$ cat src/rtl/cpu_control_sequencer_pkg.sv
`default_nettype none
// ============================================================================
// Module   : cpu_ctrl_pkg
// Purpose  : Shared states, instruction classes, opcodes and strobe bit indices
//            for the hardwired CPU control sequencer.
// Revision : 1.0 - initial release
// ============================================================================
package cpu_ctrl_pkg;

    typedef enum logic [3:0] {
        ST_RST       = 4'd0,
        ST_F0        = 4'd1,
        ST_FW        = 4'd2,
        ST_F1        = 4'd3,
        ST_F2        = 4'd4,
        ST_E3        = 4'd5,
        ST_E4        = 4'd6,
        ST_E5        = 4'd7,
        ST_EW        = 4'd8,
        ST_E6        = 4'd9,
        ST_E7        = 4'd10,
        ST_HALT      = 4'd11,
        ST_WAIT_STEP = 4'd12
    } state_t;

    typedef enum logic [3:0] {
        CL_LD     = 4'd0,
        CL_LDI    = 4'd1,
        CL_ST     = 4'd2,
        CL_ALU_R  = 4'd3,
        CL_ALU_I  = 4'd4,
        CL_MULDIV = 4'd5,
        CL_UNARY  = 4'd6,
        CL_BR     = 4'd7,
        CL_JR     = 4'd8,
        CL_IN     = 4'd9,
        CL_OUT    = 4'd10,
        CL_MFHI   = 4'd11,
        CL_MFLO   = 4'd12,
        CL_NOP    = 4'd13,
        CL_HALT   = 4'd14
    } iclass_t;

    localparam logic [4:0] OP_LD   = 5'b00000;
    localparam logic [4:0] OP_LDI  = 5'b00001;
    localparam logic [4:0] OP_ST   = 5'b00010;
    localparam logic [4:0] OP_ADD  = 5'b00011;
    localparam logic [4:0] OP_SUB  = 5'b00100;
    localparam logic [4:0] OP_AND  = 5'b00101;
    localparam logic [4:0] OP_OR   = 5'b00110;
    localparam logic [4:0] OP_SHR  = 5'b00111;
    localparam logic [4:0] OP_SHL  = 5'b01000;
    localparam logic [4:0] OP_ROR  = 5'b01001;
    localparam logic [4:0] OP_ROL  = 5'b01010;
    localparam logic [4:0] OP_ADDI = 5'b01011;
    localparam logic [4:0] OP_ANDI = 5'b01100;
    localparam logic [4:0] OP_ORI  = 5'b01101;
    localparam logic [4:0] OP_MUL  = 5'b01110;
    localparam logic [4:0] OP_DIV  = 5'b01111;
    localparam logic [4:0] OP_NEG  = 5'b10000;
    localparam logic [4:0] OP_NOT  = 5'b10001;
    localparam logic [4:0] OP_BR   = 5'b10010;
    localparam logic [4:0] OP_JR   = 5'b10011;
    localparam logic [4:0] OP_IN   = 5'b10101;
    localparam logic [4:0] OP_OUT  = 5'b10110;
    localparam logic [4:0] OP_MFHI = 5'b10111;
    localparam logic [4:0] OP_MFLO = 5'b11000;
    localparam logic [4:0] OP_NOP  = 5'b11001;
    localparam logic [4:0] OP_HALT = 5'b11010;

    localparam logic [4:0] ALU_ADD = 5'b00011;

    localparam int unsigned SRC_COUT   = 7;
    localparam int unsigned SRC_INPORT = 6;
    localparam int unsigned SRC_LOOUT  = 5;
    localparam int unsigned SRC_HIOUT  = 4;
    localparam int unsigned SRC_ZLOOUT = 3;
    localparam int unsigned SRC_ZHIOUT = 2;
    localparam int unsigned SRC_MDROUT = 1;
    localparam int unsigned SRC_PCOUT  = 0;

    localparam int unsigned DST_CONIN  = 9;
    localparam int unsigned DST_OPIN   = 8;
    localparam int unsigned DST_LOIN   = 7;
    localparam int unsigned DST_HIIN   = 6;
    localparam int unsigned DST_ZIN    = 5;
    localparam int unsigned DST_YIN    = 4;
    localparam int unsigned DST_MDRIN  = 3;
    localparam int unsigned DST_MARIN  = 2;
    localparam int unsigned DST_IRIN   = 1;
    localparam int unsigned DST_PCIN   = 0;

    localparam int unsigned REG_BAOUT  = 5;
    localparam int unsigned REG_ROUT   = 4;
    localparam int unsigned REG_RIN    = 3;
    localparam int unsigned REG_GRC    = 2;
    localparam int unsigned REG_GRB    = 1;
    localparam int unsigned REG_GRA    = 0;

endpackage
`default_nettype wire

$ cat src/rtl/cpu_control_sequencer_decode.sv
`default_nettype none
// ============================================================================
// Module   : ctrl_opcode_decode
// Purpose  : Maps IR[31:27] to an instruction class; undefined opcodes map to
//            the nop class with the illegal flag raised.
// Revision : 1.0 - initial release
// ============================================================================
module ctrl_opcode_decode
    import cpu_ctrl_pkg::*;
(
    input  logic [4:0] opcode,
    output iclass_t    iclass,
    output logic       illegal
);

    always_comb begin
        iclass  = CL_NOP;
        illegal = 1'b0;
        case (opcode)
            OP_LD:   iclass = CL_LD;
            OP_LDI:  iclass = CL_LDI;
            OP_ST:   iclass = CL_ST;
            OP_ADD, OP_SUB, OP_AND, OP_OR,
            OP_SHR, OP_SHL, OP_ROR, OP_ROL:
                     iclass = CL_ALU_R;
            OP_ADDI, OP_ANDI, OP_ORI:
                     iclass = CL_ALU_I;
            OP_MUL, OP_DIV:
                     iclass = CL_MULDIV;
            OP_NEG, OP_NOT:
                     iclass = CL_UNARY;
            OP_BR:   iclass = CL_BR;
            OP_JR:   iclass = CL_JR;
            OP_IN:   iclass = CL_IN;
            OP_OUT:  iclass = CL_OUT;
            OP_MFHI: iclass = CL_MFHI;
            OP_MFLO: iclass = CL_MFLO;
            OP_NOP:  iclass = CL_NOP;
            OP_HALT: iclass = CL_HALT;
            default: illegal = 1'b1;
        endcase
    end

endmodule
`default_nettype wire

$ cat src/rtl/cpu_control_sequencer.sv
`default_nettype none
// ============================================================================
// Module   : cpu_control_sequencer
// Purpose  : Hardwired Moore control unit: fetch / decode / execute sequencing
//            of every datapath strobe. Optional SINGLE_STEP_EN adds a step input.
// Revision : 1.0 - initial release
// ============================================================================
module cpu_control_sequencer
    import cpu_ctrl_pkg::*;
#(
    parameter int MEM_RD_LAT = 1
) (
    input  logic        clk,
    input  logic        clr,
`ifdef SINGLE_STEP_EN
    input  logic        step,
`endif
    input  logic [31:0] ir,
    input  logic        con_ff,
    output logic [7:0]  src_sel,
    output logic [9:0]  dst_en,
    output logic [5:0]  reg_ctl,
    output logic        IncPC,
    output logic        MDRread,
    output logic        wren,
    output logic [4:0]  ALUSelection,
    output logic        instr_done,
    output logic        halted,
    output logic        illegal_op
);

    localparam logic       c_HAS_WAIT = (MEM_RD_LAT != 0);
    localparam logic [1:0] c_LAT_LAST = 2'(MEM_RD_LAT - 1);
`ifdef SINGLE_STEP_EN
    localparam state_t     c_DONE_STATE = ST_WAIT_STEP;
`else
    localparam state_t     c_DONE_STATE = ST_F0;
`endif

    state_t     r_state;
    state_t     w_next;
    state_t     w_last_state;
    logic [1:0] r_wait_cnt;
    logic       r_illegal;
    iclass_t    w_class;
    logic       w_illegal;
    logic       w_last;
    logic [4:0] w_op;
    logic       w_unused_ir;

    assign w_op        = ir[31:27];
    assign w_unused_ir = ^ir[26:0];

    ctrl_opcode_decode u_decode (
        .opcode  (w_op),
        .iclass  (w_class),
        .illegal (w_illegal)
    );

`ifdef SINGLE_STEP_EN
    logic r_step_d;
    logic w_step_go;
    always_ff @(posedge clk or negedge clr) begin
        if (!clr) r_step_d <= 1'b0;
        else      r_step_d <= step;
    end
    assign w_step_go = step & ~r_step_d;
`endif

    always_ff @(posedge clk or negedge clr) begin
        if (!clr) begin
            r_state    <= ST_RST;
            r_wait_cnt <= 2'd0;
            r_illegal  <= 1'b0;
        end else begin
            r_state    <= w_next;
            r_wait_cnt <= (r_state == ST_FW || r_state == ST_EW) ? r_wait_cnt + 2'd1 : 2'd0;
            if (r_state == ST_E3 && w_illegal)
                r_illegal <= 1'b1;
        end
    end

    always_comb begin
        w_last_state = ST_E3;
        case (w_class)
            CL_LD, CL_ST:                w_last_state = ST_E7;
            CL_LDI, CL_ALU_R, CL_ALU_I:  w_last_state = ST_E5;
            CL_MULDIV, CL_BR:            w_last_state = ST_E6;
            CL_UNARY:                    w_last_state = ST_E4;
            default:                     w_last_state = ST_E3;
        endcase
    end

    assign w_last = (r_state == w_last_state);

    always_comb begin
        w_next = r_state;
        case (r_state)
            ST_RST:  w_next = ST_F0;
            ST_F0:   w_next = c_HAS_WAIT ? ST_FW : ST_F1;
            ST_FW:   if (r_wait_cnt == c_LAT_LAST) w_next = ST_F1;
            ST_F1:   w_next = ST_F2;
            ST_F2:   w_next = ST_E3;
            ST_E3, ST_E4, ST_E5, ST_E6, ST_E7: begin
                if (w_last)
                    w_next = (w_class == CL_HALT) ? ST_HALT : c_DONE_STATE;
                else if (r_state == ST_E3)
                    w_next = ST_E4;
                else if (r_state == ST_E4)
                    w_next = ST_E5;
                else if (r_state == ST_E5)
                    w_next = (w_class == CL_LD && c_HAS_WAIT) ? ST_EW : ST_E6;
                else if (r_state == ST_E6)
                    w_next = ST_E7;
                else
                    w_next = ST_F0;
            end
            ST_EW:   if (r_wait_cnt == c_LAT_LAST) w_next = ST_E6;
            ST_HALT: w_next = ST_HALT;
`ifdef SINGLE_STEP_EN
            ST_WAIT_STEP: if (w_step_go) w_next = ST_F0;
`else
            ST_WAIT_STEP: w_next = ST_F0;
`endif
            default: w_next = ST_RST;
        endcase
    end

    // Strobe decode: one control word per state, refined by instruction class.
    always_comb begin
        src_sel      = 8'd0;
        dst_en       = 10'd0;
        reg_ctl      = 6'd0;
        IncPC        = 1'b0;
        MDRread      = 1'b0;
        wren         = 1'b0;
        ALUSelection = 5'd0;
        case (r_state)
            ST_F0: begin
                src_sel[SRC_PCOUT] = 1'b1;
                dst_en[DST_MARIN]  = 1'b1;
                IncPC              = 1'b1;
            end
            ST_F1: begin
                MDRread            = 1'b1;
                dst_en[DST_MDRIN]  = 1'b1;
            end
            ST_F2: begin
                src_sel[SRC_MDROUT] = 1'b1;
                dst_en[DST_IRIN]    = 1'b1;
            end
            ST_E3: begin
                case (w_class)
                    CL_LD, CL_LDI, CL_ST: begin
                        reg_ctl[REG_GRB] = 1'b1; reg_ctl[REG_BAOUT] = 1'b1; dst_en[DST_YIN] = 1'b1;
                    end
                    CL_ALU_R, CL_ALU_I: begin
                        reg_ctl[REG_GRB] = 1'b1; reg_ctl[REG_ROUT] = 1'b1; dst_en[DST_YIN] = 1'b1;
                    end
                    CL_MULDIV: begin
                        reg_ctl[REG_GRA] = 1'b1; reg_ctl[REG_ROUT] = 1'b1; dst_en[DST_YIN] = 1'b1;
                    end
                    CL_UNARY: begin
                        reg_ctl[REG_GRB] = 1'b1; reg_ctl[REG_ROUT] = 1'b1; dst_en[DST_ZIN] = 1'b1;
                        ALUSelection = w_op;
                    end
                    CL_BR: begin
                        reg_ctl[REG_GRA] = 1'b1; reg_ctl[REG_ROUT] = 1'b1; dst_en[DST_CONIN] = 1'b1;
                    end
                    CL_JR: begin
                        reg_ctl[REG_GRA] = 1'b1; reg_ctl[REG_ROUT] = 1'b1; dst_en[DST_PCIN] = 1'b1;
                    end
                    CL_IN: begin
                        src_sel[SRC_INPORT] = 1'b1; reg_ctl[REG_GRA] = 1'b1; reg_ctl[REG_RIN] = 1'b1;
                    end
                    CL_OUT: begin
                        reg_ctl[REG_GRA] = 1'b1; reg_ctl[REG_ROUT] = 1'b1; dst_en[DST_OPIN] = 1'b1;
                    end
                    CL_MFHI: begin
                        src_sel[SRC_HIOUT] = 1'b1; reg_ctl[REG_GRA] = 1'b1; reg_ctl[REG_RIN] = 1'b1;
                    end
                    CL_MFLO: begin
                        src_sel[SRC_LOOUT] = 1'b1; reg_ctl[REG_GRA] = 1'b1; reg_ctl[REG_RIN] = 1'b1;
                    end
                    default: ;
                endcase
            end
            ST_E4: begin
                case (w_class)
                    CL_LD, CL_LDI, CL_ST: begin
                        src_sel[SRC_COUT] = 1'b1; dst_en[DST_ZIN] = 1'b1; ALUSelection = ALU_ADD;
                    end
                    CL_ALU_R: begin
                        reg_ctl[REG_GRC] = 1'b1; reg_ctl[REG_ROUT] = 1'b1; dst_en[DST_ZIN] = 1'b1;
                        ALUSelection = w_op;
                    end
                    CL_ALU_I: begin
                        src_sel[SRC_COUT] = 1'b1; dst_en[DST_ZIN] = 1'b1; ALUSelection = w_op;
                    end
                    CL_MULDIV: begin
                        reg_ctl[REG_GRB] = 1'b1; reg_ctl[REG_ROUT] = 1'b1; dst_en[DST_ZIN] = 1'b1;
                        ALUSelection = w_op;
                    end
                    CL_UNARY: begin
                        src_sel[SRC_ZLOOUT] = 1'b1; reg_ctl[REG_GRA] = 1'b1; reg_ctl[REG_RIN] = 1'b1;
                    end
                    CL_BR: begin
                        src_sel[SRC_PCOUT] = 1'b1; dst_en[DST_YIN] = 1'b1;
                    end
                    default: ;
                endcase
            end
            ST_E5: begin
                case (w_class)
                    CL_LD, CL_ST: begin
                        src_sel[SRC_ZLOOUT] = 1'b1; dst_en[DST_MARIN] = 1'b1;
                    end
                    CL_LDI, CL_ALU_R, CL_ALU_I: begin
                        src_sel[SRC_ZLOOUT] = 1'b1; reg_ctl[REG_GRA] = 1'b1; reg_ctl[REG_RIN] = 1'b1;
                    end
                    CL_MULDIV: begin
                        src_sel[SRC_ZLOOUT] = 1'b1; dst_en[DST_LOIN] = 1'b1;
                    end
                    CL_BR: begin
                        src_sel[SRC_COUT] = 1'b1; dst_en[DST_ZIN] = 1'b1; ALUSelection = ALU_ADD;
                    end
                    default: ;
                endcase
            end
            ST_E6: begin
                case (w_class)
                    CL_LD: begin
                        MDRread = 1'b1; dst_en[DST_MDRIN] = 1'b1;
                    end
                    CL_ST: begin
                        reg_ctl[REG_GRA] = 1'b1; reg_ctl[REG_ROUT] = 1'b1; dst_en[DST_MDRIN] = 1'b1;
                    end
                    CL_MULDIV: begin
                        src_sel[SRC_ZHIOUT] = 1'b1; dst_en[DST_HIIN] = 1'b1;
                    end
                    CL_BR: begin
                        src_sel[SRC_ZLOOUT] = 1'b1; dst_en[DST_PCIN] = con_ff;
                    end
                    default: ;
                endcase
            end
            ST_E7: begin
                if (w_class == CL_LD) begin
                    src_sel[SRC_MDROUT] = 1'b1; reg_ctl[REG_GRA] = 1'b1; reg_ctl[REG_RIN] = 1'b1;
                end else if (w_class == CL_ST) begin
                    wren = 1'b1;
                end
            end
            default: ;
        endcase
    end

    assign instr_done = w_last;
    assign halted     = (r_state == ST_HALT);
    assign illegal_op = r_illegal;

endmodule
`default_nettype wire

$ cat config.mk
export PLATFORM = sky130hd
export DESIGN_NAME = cpu_control_sequencer
export DESIGN_NICKNAME = d
export VERILOG_FILES = /design/src/rtl/cpu_control_sequencer_pkg.sv /design/src/rtl/cpu_control_sequencer_decode.sv /design/src/rtl/cpu_control_sequencer.sv
export SDC_FILE = /design/constraint.sdc
export NUM_CORES = 1
export LEC_CHECK = 0
export BUFFER_PORTS_ARGS = -buffer_cell sky130_fd_sc_hd__buf_2
export CAP_MARGIN = 20
export CORE_AREA = 2 2 55 83
export DETAILED_ROUTE_END_ITERATION = 10
export DIE_AREA = 0 0 57 85
export GPL_TIMING_DRIVEN = 0
export PLACE_DENSITY = 0.61
export SLEW_MARGIN = 10
export SYNTH_ARGS = -nofsm -noshare
export SYNTH_HDL_FRONTEND = slang
export SYNTH_SLANG_ARGS = --single-unit
$ cat constraint.sdc
create_clock -name clk -period 2.1 [get_ports clk]
set_input_delay 0.315 -clock clk [delete_from_list [all_inputs] [get_ports clk]]
set_output_delay 0.315 -clock clk [all_outputs]
set_load 0.02 [all_outputs]
==> impl_metrics.tcl <==
set metrics [dict create \
    status "complete, but fails checks" \
    failed_checks "negative setup slack" \
    p_sw_mw 0.955 \
    dp_hpwl_um 3380 \
    seqPwrFrac_pct 15.8 \
    io_buffers 41 \
    drt_iter0_markers 53 \
    fin_ws_ps -5.79 \
    drive_above_1_share_pct 43.3 \
    synth-main-ff-cell "dfrtp_1" \
    finalCriticalPeriod_ps 2110 \
    cts_tree "done" \
    dieWidth_um 57 \
    clock_latency_ps 230 \
    syn_area_um2 1200 \
    synth_area_leaders "dfrtp_1 (15%), nor2_1 (6.6%), a21oi_1 (5.0%), o21ai_0 (5.0%), nor3_1 (4.6%)" \
    regArea_um2 180 \
    grt_pass1_wl_um 7000 \
    rsz0062_at_grt "true" \
    ios 70 \
    timing.fmax_mhz 475 \
    n_fill_cell 468 \
    relSlewSlack_pct 61.7 \
    drc 0 \
    final-hold-violation-count 0 \
    syn_to_final_growth_pct 47.5 \
    grt_pass1_vias 1534 \
    worst_pin_slew_ps 567 \
    first_pass_iters 4 \
    power.total_mw 1.85 \
    worstReg2RegStart "r_state[2]$_DFFE_PN0P_" \
    synthDistinctLibCells 49 \
    finalNetCount 270 \
    r2r_end "r_state[1]$_DFFE_PN0P_" \
    fin_crit_sh_pct 100 \
    ys_async_sr_fraction_pct 100 \
    antenna-diode-count 0 \
    cts_root_buf "clkbuf_8" \
    post-place-cells 270 \
    gp_congestion 0.926 \
    clk_path_buf_depth 2 \
    power_per_cell_area_nw_per_um2 1050 \
    design_area_um2 1760 \
    combPwrFrac_pct 73.8 \
    multiInputGateArea_um2 1060 \
    reg2reg_slack_ps 380 \
    clkTransAtPathRegs_ps 40 \
    instances_no_fill 279 \
    numCtsBuffers 3 \
    internal_power_mw 0.896 \
    ir_drop_v 0.000870 \
    final-setup-viol-count 2 \
    avgViaCountPerCell 5.59 \
    grtUsageTotal_pct 18.0 \
    wirelength_um 4400 \
    arrival_ps 1790 \
    layout.cells.most_common "buf_2" \
    final.setup_skew_ps 3.38 \
    wl_per_cell_um 15.8 \
    design.die.area_um2 4850 \
    synth_fp_nets 219 \
    fp.dieH_um 85 \
    crit_fanout 7 \
    synth_edf_count 0 \
    yosysSeqAreaShare_pct 14.6 \
    cts.sinks 7 \
    antenna_found_initial 0 \
    hp-class "input port to asynchronous set/reset pin" \
    worst_setup_path_end_kind "output pin" \
    yosys.area.top_type_share_pct 14.6 \
    cts.htree.levels 1 \
    avgSynthCellArea_um2 6.54 \
    grt_max_degree 11 \
    detail-route-antenna-nets 0 \
    cap_violations 0 \
    overflow 0 \
    synth_seq_cells 7 \
    ys.warnings.count 0 \
    leakagePower_nw 0.778 \
    dpl_cell_area_um2 1470 \
    holdWs_ps 446 \
    synthCells 183 \
    cp.required_ps 1780 \
    switching_share_pct 51.6 \
    synth_top_area_cell "dfrtp_1" \
    core-area_um2 4140 \
    dr_total_vias 1560 \
    initial_utilization_pct 28.9 \
    r2r_cells 6 \
    tns_ps -5.98 \
    crit_type "flop to output pin" \
    pwr-share-clk_pct 10.4 \
    mostFrequentLayoutCells "buf_2 (35), buf_4 (20), nor2_1 (16)" \
    cp-start-kind "flop" \
    drv_slew 0 \
    rows 29 \
]
-- logic make-up (layout without fill, tap and decap cells) --
family          count (synthesis)  after routing  share of synthesized area, %
buf+inv                        27             77                          9.62
fa+ha+maj                       1              1                          1.05
flops                           7              7                          14.6
mux                             5              5                          4.71
xor+xnor                        5              5                          3.66
simple gates                   87             87                          38.6
compound gates                 51             51                          27.7
-- area by class of cell --
cell class / instances / share of cell area [%]
flip-flops and latches: 7 / 10.2
well taps: 46 / 3.26
repair buffers: 51 / 17.0
clock buffers: 4 / 2.55
multi-input cells: 149 / 60.1
inverters: 9 / 2.13
plain buffers: 13 / 4.75
-- worst max-delay path by stage --
stage / from / to / slack [ps] / cells past startpoint
2_1_floorplan: ir[30] / ALUSelection[0] / -90 / 7
3_3_place_gp: r_state[3]$_DFFE_PN0P_ / ALUSelection[0] / -370 / 8
3_5_place_dp: r_state[3]$_DFFE_PN0P_ / ALUSelection[1] / -380 / 8
4_1_cts: r_state[0]$_DFFE_PN0P_ / ALUSelection[1] / -20 / 6
5_1_grt: r_state[0]$_DFFE_PN0P_ / ALUSelection[1] / -110 / 6
6_report: r_state[0]$_DFFE_PN0P_ / ALUSelection[0] / -6 / 6
-- cells in the mapped netlist (all sizes together) (2+ instances only) --
library cell / number
nand2b: 8
nand3: 7
buf: 6
nand2: 14
mux2i: 3
o221ai: 4
nor4: 2
clkbuf: 12
nor3: 12
xnor2: 2
nor2b: 7
mux2: 2
or2: 5
o31ai: 2
inv: 9
dfrtp: 7
xor2: 3
a2bb2oi: 2
a31oi: 3
nor2: 21
o211ai: 2
o21ai: 14
a21oi: 12
or3: 4
o22ai: 4
-- critical path, cell delays in order (launching register included) --
cell and delay, ps:
dfrtp_2 450, nand2b_4 160, or3_4 410, nor3_4 190, a21oi_2 60, o21ai_1 130
buf_4 150
-- power groups by stage --
stage | sequential [mW] | clock [mW] | combinational, mW
after floorplan | 0.230 | 0 | 0.857
after global placement | 0.221 | 0 | 1.16
after detailed placement | 0.224 | 0 | 1.17
after CTS | 0.290 | 0.195 | 1.33
after global routing | 0.301 | 0.204 | 1.47
final | 0.292 | 0.193 | 1.37
-- registers in the layout, summed over array words and instances, names as in the netlist --
signal	flops
r_state	4
r_wait_cnt	2
illegal_op	1
-- routing by layer --
| metal | global-route usage, % | up-vias | wire length (um) | share of wire [%] |
|---|---|---|---|---|
| met3 | 1.22 | 20 | 208 | 4.7 |
| met4 | 12.5 | 0 | 255 | 5.8 |
| li1 | - | 755 | - | - |
| met1 | 18.7 | 726 | 1580 | 36 |
| met5 | 0 | - | 0 | 0 |
| met2 | 33.3 | 59 | 2350 | 54 |
-- through the flow --
step	utilization, %	setup slack [ps]
after CTS	41.6	-19.8
after floorplan	-	-86.3
final	42.6	-5.79
after detailed placement	35.5	-376
after global placement	35.5	-370
after global routing	42.6	-107
-- timing repair --
item | in CTS | in global routing
endpoints found under the setup margin | 25 | 11
pin swaps | 4 | 4
hold buffers | 1 | 0
setup buffers | 8 | 1
hold endpoints to repair | 7 | 0
resized for setup | 46 | 13
(Power assumes the default switching activity.)
